## config.mk

```make
export PLATFORM = sky130hd
export DESIGN_NAME = imm_gen_pipe_flat
export DESIGN_NICKNAME = d
export VERILOG_FILES = /design/src/rtl/imm_gen_pipe_if.sv /design/src/rtl/imm_gen_pipe.sv /design/src/flat_wrapper.sv
export SDC_FILE = /design/constraint.sdc
export NUM_CORES = 1
export LEC_CHECK = 0
export ABC_AREA = 1
export BUFFER_PORTS_ARGS = -buffer_cell sky130_fd_sc_hd__buf_2
export CORE_MARGIN = 5
export CORE_UTILIZATION = 36
export CTS_BUF_LIST = sky130_fd_sc_hd__clkbuf_8
export CTS_CLUSTER_DIAMETER = 60
export DETAILED_ROUTE_END_ITERATION = 12
export GPL_TIMING_DRIVEN = 0
export PLACE_DENSITY = 0.6
export SKIP_LAST_GASP = 1
export SYNTH_ARGS = -nofsm -noshare
export SYNTH_HDL_FRONTEND = slang
export SYNTH_SLANG_ARGS = --single-unit
```

## constraint.sdc

```tcl
create_clock -name clk -period 1.65 [get_ports clk]
set_input_delay 0.0825 -clock clk [delete_from_list [all_inputs] [get_ports clk]]
set_output_delay 0.0825 -clock clk [all_outputs]
set_load 0.05 [all_outputs]
```

## src/rtl/imm_gen_pipe_if.sv

```systemverilog
// Handshaked decode-stage bus for imm_gen_pipe: instruction/format/tag in, extended immediate out.
// The slave modport is the block's view; master is the view of whoever drives and consumes it.
interface imm_gen_pipe_if #(
    parameter int DATA_WIDTH = 32,
    parameter int TAG_WIDTH  = 5
);
    logic                  in_valid;
    logic                  in_ready;
    logic [31:0]           instr;
    logic [2:0]            ImmSrc;
    logic [TAG_WIDTH-1:0]  in_tag;
    logic                  flush;
    logic                  out_valid;
    logic                  out_ready;
    logic [DATA_WIDTH-1:0] ImmOp;
    logic [TAG_WIDTH-1:0]  out_tag;
    logic                  imm_illegal;

    modport slave (
        input  in_valid, instr, ImmSrc, in_tag, flush, out_ready,
        output in_ready, out_valid, ImmOp, out_tag, imm_illegal
    );

    modport master (
        output in_valid, instr, ImmSrc, in_tag, flush, out_ready,
        input  in_ready, out_valid, ImmOp, out_tag, imm_illegal
    );
endinterface

```

## src/rtl/imm_gen_pipe.sv

```systemverilog
// RV32I immediate generator (I/S/B/U/J) with a registered two-entry skid buffer.
// Outputs come straight from the main register; in_ready is the inverse of the skid flag.
module imm_gen_pipe #(
    parameter int DATA_WIDTH = 32,
    parameter int TAG_WIDTH  = 5
) (
    input logic          clk,
    input logic          rst,
    imm_gen_pipe_if.slave bus
);
    typedef enum logic [2:0] {
        FMT_I = 3'b000,
        FMT_S = 3'b001,
        FMT_B = 3'b010,
        FMT_U = 3'b011,
        FMT_J = 3'b100
    } fmt_e;

    typedef struct packed {
        logic [DATA_WIDTH-1:0] imm;
        logic [TAG_WIDTH-1:0]  tag;
        logic                  illegal;
    } entry_t;

    logic signed [31:0] imm32;
    logic               src_illegal;
    entry_t             in_entry;
    entry_t             main_q, skid_q;
    logic               main_valid_q, skid_valid_q;
    logic               accept, pop;

    // NOTE: every variable written here gets a default first, so no path leaves it unassigned (no latch).
    always_comb begin
        imm32       = '0;
        src_illegal = 1'b0;
        case (bus.ImmSrc)
            FMT_I:   imm32 = {{20{bus.instr[31]}}, bus.instr[31:20]};
            FMT_S:   imm32 = {{20{bus.instr[31]}}, bus.instr[31:25], bus.instr[11:7]};
            FMT_B:   imm32 = {{19{bus.instr[31]}}, bus.instr[31], bus.instr[7],
                              bus.instr[30:25], bus.instr[11:8], 1'b0};
            FMT_U:   imm32 = {bus.instr[31:12], 12'b0};
            FMT_J:   imm32 = {{11{bus.instr[31]}}, bus.instr[31], bus.instr[19:12],
                              bus.instr[20], bus.instr[30:21], 1'b0};
            default: src_illegal = 1'b1;
        endcase
    end

    // Signed size cast extends bit 31 up to the datapath width.
    assign in_entry = '{imm: DATA_WIDTH'(imm32), tag: bus.in_tag, illegal: src_illegal};

    assign accept = bus.in_valid & ~skid_valid_q;
    assign pop    = main_valid_q & bus.out_ready;

    // NOTE: state updates use non-blocking assignments so every register samples pre-edge values.
    always_ff @(posedge clk) begin
        if (rst || bus.flush) begin
            main_valid_q <= 1'b0;
            skid_valid_q <= 1'b0;
            main_q       <= '0;
            skid_q       <= '0;
        end else if (!main_valid_q || pop) begin
            if (skid_valid_q) begin
                main_q       <= skid_q;
                main_valid_q <= 1'b1;
                skid_valid_q <= 1'b0;
            end else if (accept) begin
                main_q       <= in_entry;
                main_valid_q <= 1'b1;
            end else begin
                main_valid_q <= 1'b0;
            end
        end else if (accept) begin
            skid_q       <= in_entry;
            skid_valid_q <= 1'b1;
        end
    end

    assign bus.in_ready    = ~skid_valid_q;
    assign bus.out_valid   = main_valid_q;
    assign bus.ImmOp       = main_q.imm;
    assign bus.out_tag     = main_q.tag;
    assign bus.imm_illegal = main_q.illegal;
endmodule

```

## src/flat_wrapper.sv

```systemverilog
// flat-port wrapper written by rule: the top's interface ports become plain ports
module imm_gen_pipe_flat 
#(
    parameter int DATA_WIDTH = 32,
    parameter int TAG_WIDTH  = 5
)
  (clk, rst, bus_in_valid, bus_instr, bus_ImmSrc, bus_in_tag, bus_flush, bus_out_ready, bus_in_ready, bus_out_valid, bus_ImmOp, bus_out_tag, bus_imm_illegal);
  imm_gen_pipe_if #(.DATA_WIDTH(DATA_WIDTH), .TAG_WIDTH(TAG_WIDTH)) bus_i ();
  input logic clk;
  input logic rst;
  input wire logic [$bits(bus_i.in_valid)-1:0] bus_in_valid;
  input wire logic [$bits(bus_i.instr)-1:0] bus_instr;
  input wire logic [$bits(bus_i.ImmSrc)-1:0] bus_ImmSrc;
  input wire logic [$bits(bus_i.in_tag)-1:0] bus_in_tag;
  input wire logic [$bits(bus_i.flush)-1:0] bus_flush;
  input wire logic [$bits(bus_i.out_ready)-1:0] bus_out_ready;
  output wire logic [$bits(bus_i.in_ready)-1:0] bus_in_ready;
  output wire logic [$bits(bus_i.out_valid)-1:0] bus_out_valid;
  output wire logic [$bits(bus_i.ImmOp)-1:0] bus_ImmOp;
  output wire logic [$bits(bus_i.out_tag)-1:0] bus_out_tag;
  output wire logic [$bits(bus_i.imm_illegal)-1:0] bus_imm_illegal;
  assign bus_i.in_valid = bus_in_valid;
  assign bus_i.instr = bus_instr;
  assign bus_i.ImmSrc = bus_ImmSrc;
  assign bus_i.in_tag = bus_in_tag;
  assign bus_i.flush = bus_flush;
  assign bus_i.out_ready = bus_out_ready;
  assign bus_in_ready = bus_i.in_ready;
  assign bus_out_valid = bus_i.out_valid;
  assign bus_ImmOp = bus_i.ImmOp;
  assign bus_out_tag = bus_i.out_tag;
  assign bus_imm_illegal = bus_i.imm_illegal;
  imm_gen_pipe #(.DATA_WIDTH(DATA_WIDTH), .TAG_WIDTH(TAG_WIDTH)) u_core (.clk(clk), .rst(rst), .bus(bus_i));
endmodule
```

==> results of run 1 <==
==> repair_timing <==
| action | CTS | global route |
|---|---|---|
| pin swaps | 0 | 0 |
| resized for setup | 2 | 2 |
| endpoints found under the hold margin | 10 | 0 |
| setup endpoints to repair | 1 | 11 |
| hold buffers | 5 | 0 |
==> where the power goes <==
group | switching, W | internal [W] | leakage (nW) | total, W
Combinational | 0.000455 | 0.000180 | 1.37 | 0.000636
Sequential | 0.0000239 | 0.00193 | 0.633 | 0.00195
Clock | 0.000714 | 0.00109 | 0.130 | 0.00180
==> registers in the layout, indices dropped and copies added (netlist names) <==
signal and count:
u_core.bus.imm_illegal 1, u_core.skid_q 38, u_core.skid_valid_q 1, u_core.bus.out_tag 5, u_core.bus.ImmOp 32, u_core.bus.out_valid 1
==> metal layers <==
metal  vias to the layer above  routed length [um]
met5                         -                   0
met3                        17                 706
li1                       1848                   -
met1                      1681                4960
met4                         0                 172
met2                       105                4860
==> worst min-delay path, stage by stage <==
cell and delay, ns:
buf_2 0.13, nand3_1 0.08, a21oi_1 0.06
==> cell usage after synthesis (all sizes together) <==
master	instances
clkinv	1
a21oi	83
nand4	12
buf	28
clkbuf	8
nand3	12
nand2	128
inv	35
dfxtp	78
nor3	1
o21ai	61
nor2	57
a31oi	5
==> area by class of cell <==
cell class	instances	area, sq um
Timing Repair Buffer	81	433
Tap cell	133	166
Sequential cell	78	1560
Clock inverter	5	104
Inverter	36	135
Multi-Input combinational cell	359	1650
Buffer	36	198
Fill cell	1006	5280
Clock buffer	11	151
==> per-stage QoR <==
step / hold slack [ns] / utilization
global route: 0.0363 / 0.455
CTS: 0.0270 / 0.454
finish: 0.0397 / 0.455
detailed placement: 0.359 / 0.422
floorplan: 0.230 / -
global placement: 0.350 / 0.422
==> logic make-up after synthesis <==
family | Yosys count | share of synthesized area
and+or+nand+nor | 210 | 0.251
buffers and inverters | 72 | 0.0922
DFF | 78 | 0.441
AOI/OAI and AO/OA | 149 | 0.216
==> path summary, 6_finish.rpt <==
kind | slack, ns | endpoint
hold reg to reg | 0.46 | u_core.skid_q[5]
setup reg to reg | 0.13 | u_core.skid_q[34]
hold / removal | 0.04 | u_core.skid_q[11]
setup / recovery | 0.10 | bus_in_ready
==> impl_metrics.ini, run 1 <==
[outcome]
status = finished clean

[sta]
slew_viol_final = 0
tightest_slew_ns = 0.562
layout_setup_ws_ns = 0.101
period_minus_slack_ns = 1.55
hold_violations = 0
finalSetupTns_ns = 0
finalCritPeriodShare = 0.939
final-setup-viol-count = 0
rsz0062_at_grt = no
finClkSkew_ns = 0.0106
clock.fmax_mhz = 645
maxSlewHeadroom = 0.625

[power]
power_density_nw_per_um2 = 998
p_leak_nw = 2.14
power_w = 0.00439
vdd_drop_max_mv = 0.388

[min_path]
worstHoldStart = bus_instr[25]
hold_depth = 3
hold_path_class = in2reg

[synth]
synth_top_area_frac = 0.441
syn-cell-area_sq_um = 3540
ys_ff_latch = 78
ys_types = 24
synth_nets = 554
synth_area_leaders = dfxtp_1 (44%), nand2_1 (13%), a21oi_1 (12%)
ys_warn_count = 0
postSynthAreaPerCell_sq_um = 6.96
yosysTopAreaCell = dfxtp_1
syn_inst = 509
synth-seq-area-share = 0.441

[worst_setup_path]
startpoint_type = flip-flop
crit_family = buffers and inverters
path_cells = inv_1, clkbuf_4, buf_4, buf_4
critPathBufInv = 4
crit_top_cell = buf_4
path_class = reg2out
worstPathRequired_ns = 1.57
crit_path_end_kind = output port
slowest_stage = dfxtp_1
worstReg2RegStart = u_core.skid_valid_q
cp.depth = 4
arrival_ns = 1.47
slowest_delay_ns = 0.42
reg2reg_depth = 7
critPathLaunch = u_core.skid_valid_q
path_max_fanout = 10

[global_route]
grt_max_degree = 14
top_usage_layer = met2
gr-usage-met3 = 0.0391
grt_pass1_wl_mm = 16.7
use_met2 = 0.289
grt_pass1_vias = 3431
gr-total-overflow = 0
grt_util_met1 = 0.240
antenna_found_initial = 0
grt_usage = 0.182

[floorplanning]
die_w_um = 109
core_area_sq_um = 9680
die-height_um = 109
num_io_pins = 85
rows = 36
initial_core_util = 0.366
dieArea_sq_um = 11900

[drt]
dr.pass1.iters = 5
routed_via_density = 4.94
drt-initial-drc-count = 186
wl_mm = 10.7
vias = 3651
ant_nets = 0
wire_per_inst_um = 14.5
remaining_drc_errors = 0

[finish]
fin_area_sq_um = 4400
diodes = 0
most-common-layout-cells = nand2_1 (125), buf_2 (93), a21oi_1 (82)
nNetsFinal = 646
final_common_cell = nand2_1
layoutNonFillerInstCount = 739
syn2layout_area_growth_pct = 24.3
layout-drive-gt1-share = 0.223

[clocking]
cts_root_buf = clkbuf_8
cts.sinks = 78
postCtsSetupBuffers = 0
worst_skew_pair.late_latency_ns = 0.36
tritoncts = built
numCtsBuffers = 9
cts_max_path_buffers = 2
clk_pin_slew_ns = 0.09
htreeDepth = 3

[placement]
dp.cells = 718
hpwl_mm = 7.82
pre_cts_ws_ns = 0.117
routabilityCongestion = 0.910
dpl_cell_area_sq_um = 4090
portBuffers = 76

[job]
cap_violations = 0
Power figures use the tool's default switching activity.
==> run 2: changes to the inputs <==
ABC_AREA = 0   (was 1)
CTS_BUF_LIST = unset   (was sky130_fd_sc_hd__clkbuf_8)
PLACE_DENSITY = 0.61   (was 0.6)
==> run 2 against run 1 <==
Effect of this change: area after synthesis decreased by 2.9%; highest routed layer unchanged; combinational power decreased by 8.5%; first-iteration DRC count decreased by 18%; die area decreased by 2.6%; fmax decreased by 2.6%; clock power decreased by 4%; core utilization increased by 1.1 points; sequential power about the same; critical path depth increased by 1; via count decreased by 6.3%; flip-flop and latch count unchanged.
==> impl_metrics.ini, run 2 <==
[sta]
final-setup-viol-count = 0
maxSlewHeadroom = 0.574
rsz0062_at_grt = yes
clock.fmax_mhz = 629
finalSetupTns_ns = 0
finClkSkew_ns = 0.00785
tightest_slew_ns = 0.636
hold_violations = 0
layout_setup_ws_ns = 0.0589
slew_viol_final = 0
period_minus_slack_ns = 1.59
finalCritPeriodShare = 0.964

[synth]
synth-seq-area-share = 0.454
ys_types = 38
synth_edf_count = 0
postSynthAreaPerCell_sq_um = 8.27
synth_nets = 461
synth_area_leaders = dfxtp_1 (45%), o21ai_0 (8.0%), a21oi_1 (7.3%)
synth_top_area_frac = 0.454
syn-cell-area_sq_um = 3440
ys_warn_count = 0
async_flop_share = 0
yosysMostFrequentCell = dfxtp_1
yosysTopAreaCell = dfxtp_1
synth-main-ff-cell = dfxtp_1
ys_ff_latch = 78
syn_inst = 416
synthTopCellsByCount = dfxtp_1 (78), o21ai_0 (55), a21oi_1 (50)

[placement]
hpwl_mm = 7.96
routabilityCongestion = 0.808
pre_cts_ws_ns = -0.199
portBuffers = 76
dp.cells = 621

[global_route]
use_met2 = 0.305
grt_usage = 0.182
grt_util_met1 = 0.225
top_usage_layer = met2
gr-usage-met3 = 0.0546
grt_pass1_vias = 3407
grt_pass1_wl_mm = 16.7
antenna_found_initial = 0
grt_max_degree = 13
gr-total-overflow = 0

[drt]
ant_nets = 0
routed_via_density = 5.32
wl_mm = 10.5
wire_per_inst_um = 16.3
dr.pass1.iters = 4
drt-initial-drc-count = 152
remaining_drc_errors = 0
vias = 3422

[floorplanning]
num_io_pins = 85
die-height_um = 108
initial_core_util = 0.370
core_area_sq_um = 9280
die_w_um = 108
dieArea_sq_um = 11600
rows = 35

[power]
vdd_drop_max_mv = 0.490
power_density_nw_per_um2 = 981
p_leak_nw = 1.68
power_w = 0.00424

[finish]
layout-drive-gt1-share = 0.245
final_common_cell = buf_2
layoutNonFillerInstCount = 643
nNetsFinal = 555
syn2layout_area_growth_pct = 25.6
top_register = u_core.skid_q
largest_reg_flops = 38
most-common-layout-cells = buf_2 (85), dfxtp_1 (78), o21ai_0 (55)
diodes = 0

[worst_setup_path]
slowest_delay_ns = 0.37
arrival_ns = 1.82
slowest_stage = dfxtp_1
path_max_fanout = 10
path_class = reg2reg
crit_family = buffers and inverters
critPathBufInv = 2
worstPathRequired_ns = 1.88
crit_path_end_kind = flip-flop
startpoint_type = flip-flop
path_cells = buf_2, o21ai_4, clkbuf_2, a221oi_1, nor2_1

[clocking]
worst_skew_pair.late_latency_ns = 0.35
numCtsBuffers = 9
tritoncts = built
cts_root_buf = clkbuf_8
cts.sinks = 78
cts_max_path_buffers = 2
clk_pin_slew_ns = 0.08
postCtsSetupBuffers = 0
htreeDepth = 3

[outcome]
status = finished clean

[min_path]
hold_path_class = in2reg

[job]
cap_violations = 0
## run 2: changes by cell type after synthesis, moves of 5 or more
cell      previous run  this run
clkbuf_1             7        29
a211oi_1             0        22
nor2_1              50        34
mux2i_1              0         6
buf_4                6         0
nand4_1             12         0
nand3_1             12        43
inv_1               32         2
o31ai_1              0        24
a21oi_1             82        50
nand2b_1             0         6
nor2_4               5         0
buf_2               20         8
nand2_1            125        17
## run 2: final timing paths
check                                         start              endpoint  depth (start not counted)  slack (ns)
worst max-delay path            u_core.skid_valid_q  u_core.bus.ImmOp[10]                          5        0.06
worst min-delay path                  bus_instr[14]     u_core.skid_q[20]                          3        0.02
worst max register to register  u_core.skid_valid_q  u_core.bus.ImmOp[10]                          5        0.06
worst min register to register    u_core.skid_q[16]     u_core.skid_q[16]                          2        0.46
## run 2: timing repair
| action | CTS | global route |
|---|---|---|
| hold buffers | 7 | 0 |
| endpoints found under the setup margin | 27 | 48 |
| endpoints found under the hold margin | 7 | 0 |
| gates resized for setup | 5 | 17 |
## run 2: cells by family (layout without fill, tap and decap cells)
| group | after synthesis | count (layout) | synth area share |
|---|---|---|---|
| compound gates | 172 | 172 | 0.304 |
| mux | 6 | 6 | 0.0175 |
| buf+inv | 43 | 141 | 0.0546 |
| simple gates | 115 | 115 | 0.164 |
| xor+xnor | 1 | 1 | 0.00255 |
| flops | 78 | 78 | 0.454 |
| fa+ha+maj | 1 | 1 | 0.00327 |
## run 2: layout make-up
type / instances / area [sq um]
Inverter: 2 / 7.51
Clock buffer: 11 / 141
Timing Repair Buffer: 83 / 450
Multi-Input combinational cell: 295 / 1710
Tap cell: 129 / 161
Fill cell: 987 / 4960
Sequential cell: 78 / 1560
Buffer: 41 / 194
Clock inverter: 4 / 95.1
## run 2: worst reg2reg max path, stage by stage, from the launching register on
cell and delay, ns:
dfxtp_1 0.37, buf_2 0.29, o21ai_4 0.15, clkbuf_2 0.24
a221oi_1 0.33, nor2_1 0.09
## run 2: routing by layer
layer,share of wire,routed length (um)
met1,0.45,4680
met2,0.48,4990
met3,0.062,648
met4,0.014,148
met5,0,0
## run 2: power by group
group	leakage, nW	internal (W)	switching, W	total [W]
Clock	0.119	0.00104	0.000684	0.00172
Sequential	0.631	0.00192	0.0000174	0.00193
Combinational	0.930	0.000184	0.000398	0.000582
## run 2: stage by stage
| stage | hold WS, ns | utilization | cell area (sq um) |
|---|---|---|---|
| 5_1_grt | 0.0136 | 0.465 | 4320 |
| 3_5_place_dp | 0.342 | 0.429 | 3980 |
| 3_3_place_gp | 0.335 | 0.429 | 3980 |
| 6_report | 0.0153 | 0.465 | 4320 |
| 2_1_floorplan | 0.218 | - | 3440 |
| 4_1_cts | 0.00829 | 0.463 | 4300 |
==> run 3: changes to the inputs <==
CORE_UTILIZATION = 53   (was 36)
PLACE_DENSITY = 0.82   (was 0.61)
RECOVER_POWER = 25   (was unset)
==> run 3 against run 2 <==
Effect of this change: cell count decreased by 7.5%; wire length decreased by 4.8%; core utilization increased by 20 points; clock-buffer cell count increased by 2; via count increased by 5.1%; critical path depth decreased by 2; sequential share of layout area increased by 0.63 points; flip-flop and latch count unchanged.
==> impl_metrics.ini, run 3 (same netlist as run 2, synthesis figures left out) <==
[outcome]
status = finished clean

[power]
power_density_nw_per_um2 = 1010
p_leak_nw = 1.56
vdd_drop_max_mv = 0.647

[clocking]
postCtsSetupBuffers = 0
cts.sinks = 78
tritoncts = built
clk_pin_slew_ns = 0.07
htreeDepth = 3
cts_max_path_buffers = 2
numCtsBuffers = 9
cts_root_buf = clkbuf_8
worst_skew_pair.late_latency_ns = 0.36

[worst_setup_path]
critPathLaunch = u_core.skid_valid_q
r2r_slack_ns = 0.10
timing.rr.end = u_core.bus.ImmOp[24]
reg2reg_depth = 4
worstPathRequired_ns = 1.57
path_class = reg2out
worstReg2RegStart = u_core.skid_valid_q
crit_path_end_kind = output port
startpoint_type = flip-flop
arrival_ns = 1.51
path_max_fanout = 10

[sta]
final-setup-viol-count = 0
slew_viol_final = 0
hold_violations = 0
tightest_slew_ns = 0.714
finalSetupTns_ns = 0
rsz0062_at_grt = yes
maxSlewHeadroom = 0.522
finClkSkew_ns = 0.00784
clock.fmax_mhz = 628
period_minus_slack_ns = 1.59
finalCritPeriodShare = 0.965

[global_route]
grt_pass1_wl_mm = 16.0
antenna_found_initial = 0
use_met2 = 0.376
grt_usage = 0.237
grt_util_met1 = 0.305
grt_pass1_vias = 3337
top_usage_layer = met2
grt_max_degree = 13
gr-usage-met3 = 0.0542
gr-total-overflow = 0

[finish]
multi_input_area_sq_um = 1690
layout-drive-gt1-share = 0.181
layoutNonFillerInstCount = 595
syn2layout_area_growth_pct = 23.5
nNetsFinal = 558
diodes = 0
final_common_cell = dfxtp_1
utilization = 0.669
largest_reg_flops = 38
most-common-layout-cells = dfxtp_1 (78), buf_2 (55), o21ai_0 (55)
nFillCells = 549
fin_area_sq_um = 4250
regArea_sq_um = 1560
top_register = u_core.skid_q

[floorplanning]
die_w_um = 90.6
dieArea_sq_um = 8200
rows = 29
die-height_um = 90.6
initial_core_util = 0.542
num_io_pins = 85
core_area_sq_um = 6350

[placement]
dp.cells = 569
hpwl_mm = 7.25
dpl_cell_area_sq_um = 3920
routabilityCongestion = 0.890
portBuffers = 76

[drt]
ant_nets = 0
wire_per_inst_um = 16.7
routed_via_density = 6.04
remaining_drc_errors = 0
vias = 3595
dr.pass1.iters = 5
wl_mm = 9.96
drt-initial-drc-count = 366

[min_path]
hold_path_class = in2reg
holdPathEnd = u_core.skid_valid_q
hold_depth = 3
worstHoldStart = rst

[job]
cap_violations = 0
## run 3: cell count changes in the layout (fill, tap and decap cells not counted), moves of 2 or more
cell           delta
clkbuf_2          -2
clkbuf_1         +32
dlygate4sd3_1     +3
buf_2            -30
## run 3: metrics by stage
step                setup slack (ns)  hold WS, ns  power [W]
floorplan                     0.0154        0.218    0.00235
global placement              -0.129        0.334    0.00252
detailed placement            -0.119        0.343    0.00253
CTS                           0.0201      0.00165    0.00429
global route                 -0.0154       0.0131    0.00444
finish                        0.0580       0.0121    0.00428
## run 3: how the worst max path moves through the flow
| stage | endpoint | slack [ns] | cells past startpoint |
|---|---|---|---|
| 2_1_floorplan | u_core.skid_q[5] | 0.02 | 5 |
| 3_3_place_gp | u_core.bus.ImmOp[20] | -0.13 | 5 |
| 3_5_place_dp | u_core.bus.ImmOp[17] | -0.12 | 5 |
| 4_1_cts | u_core.bus.ImmOp[1] | 0.02 | 5 |
| 5_1_grt | bus_in_ready | -0.02 | 3 |
| 6_report | bus_in_ready | 0.06 | 3 |
## run 3: critical path, cell delays in order, from the launching register on
cell and delay [ns]:
dfxtp_1 0.33, inv_1 0.24, clkbuf_2 0.30, clkbuf_4 0.28
## run 3: routing by layer
layer | up-vias | routed length (um)
li1 | 1717 | -
met1 | 1690 | 4260
met2 | 168 | 4600
met3 | 20 | 877
met4 | 0 | 229
met5 | - | 0
## run 3: final cells by class
class | instances | area share
clock inverters | 3 | 0.0212
inverters | 2 | 0.00177
well taps | 77 | 0.0227
clock buffers | 13 | 0.0374
repair buffers | 86 | 0.105
flip-flops and latches | 78 | 0.368
multi-input cells | 295 | 0.399
plain buffers | 41 | 0.0448
## run 3: report_power, final
group	switching, W	internal, W
Combinational	0.000396	0.000180
Sequential	0.0000184	0.00192
Clock	0.000675	0.00109
Total	0.00109	0.00319
## run 3: what timing repair did
action / in CTS / in global routing
hold buffers: 10 / 0
resized for setup: 3 / 12
endpoints found under the hold margin: 10 / 0
setup endpoints to repair: 27 / 36
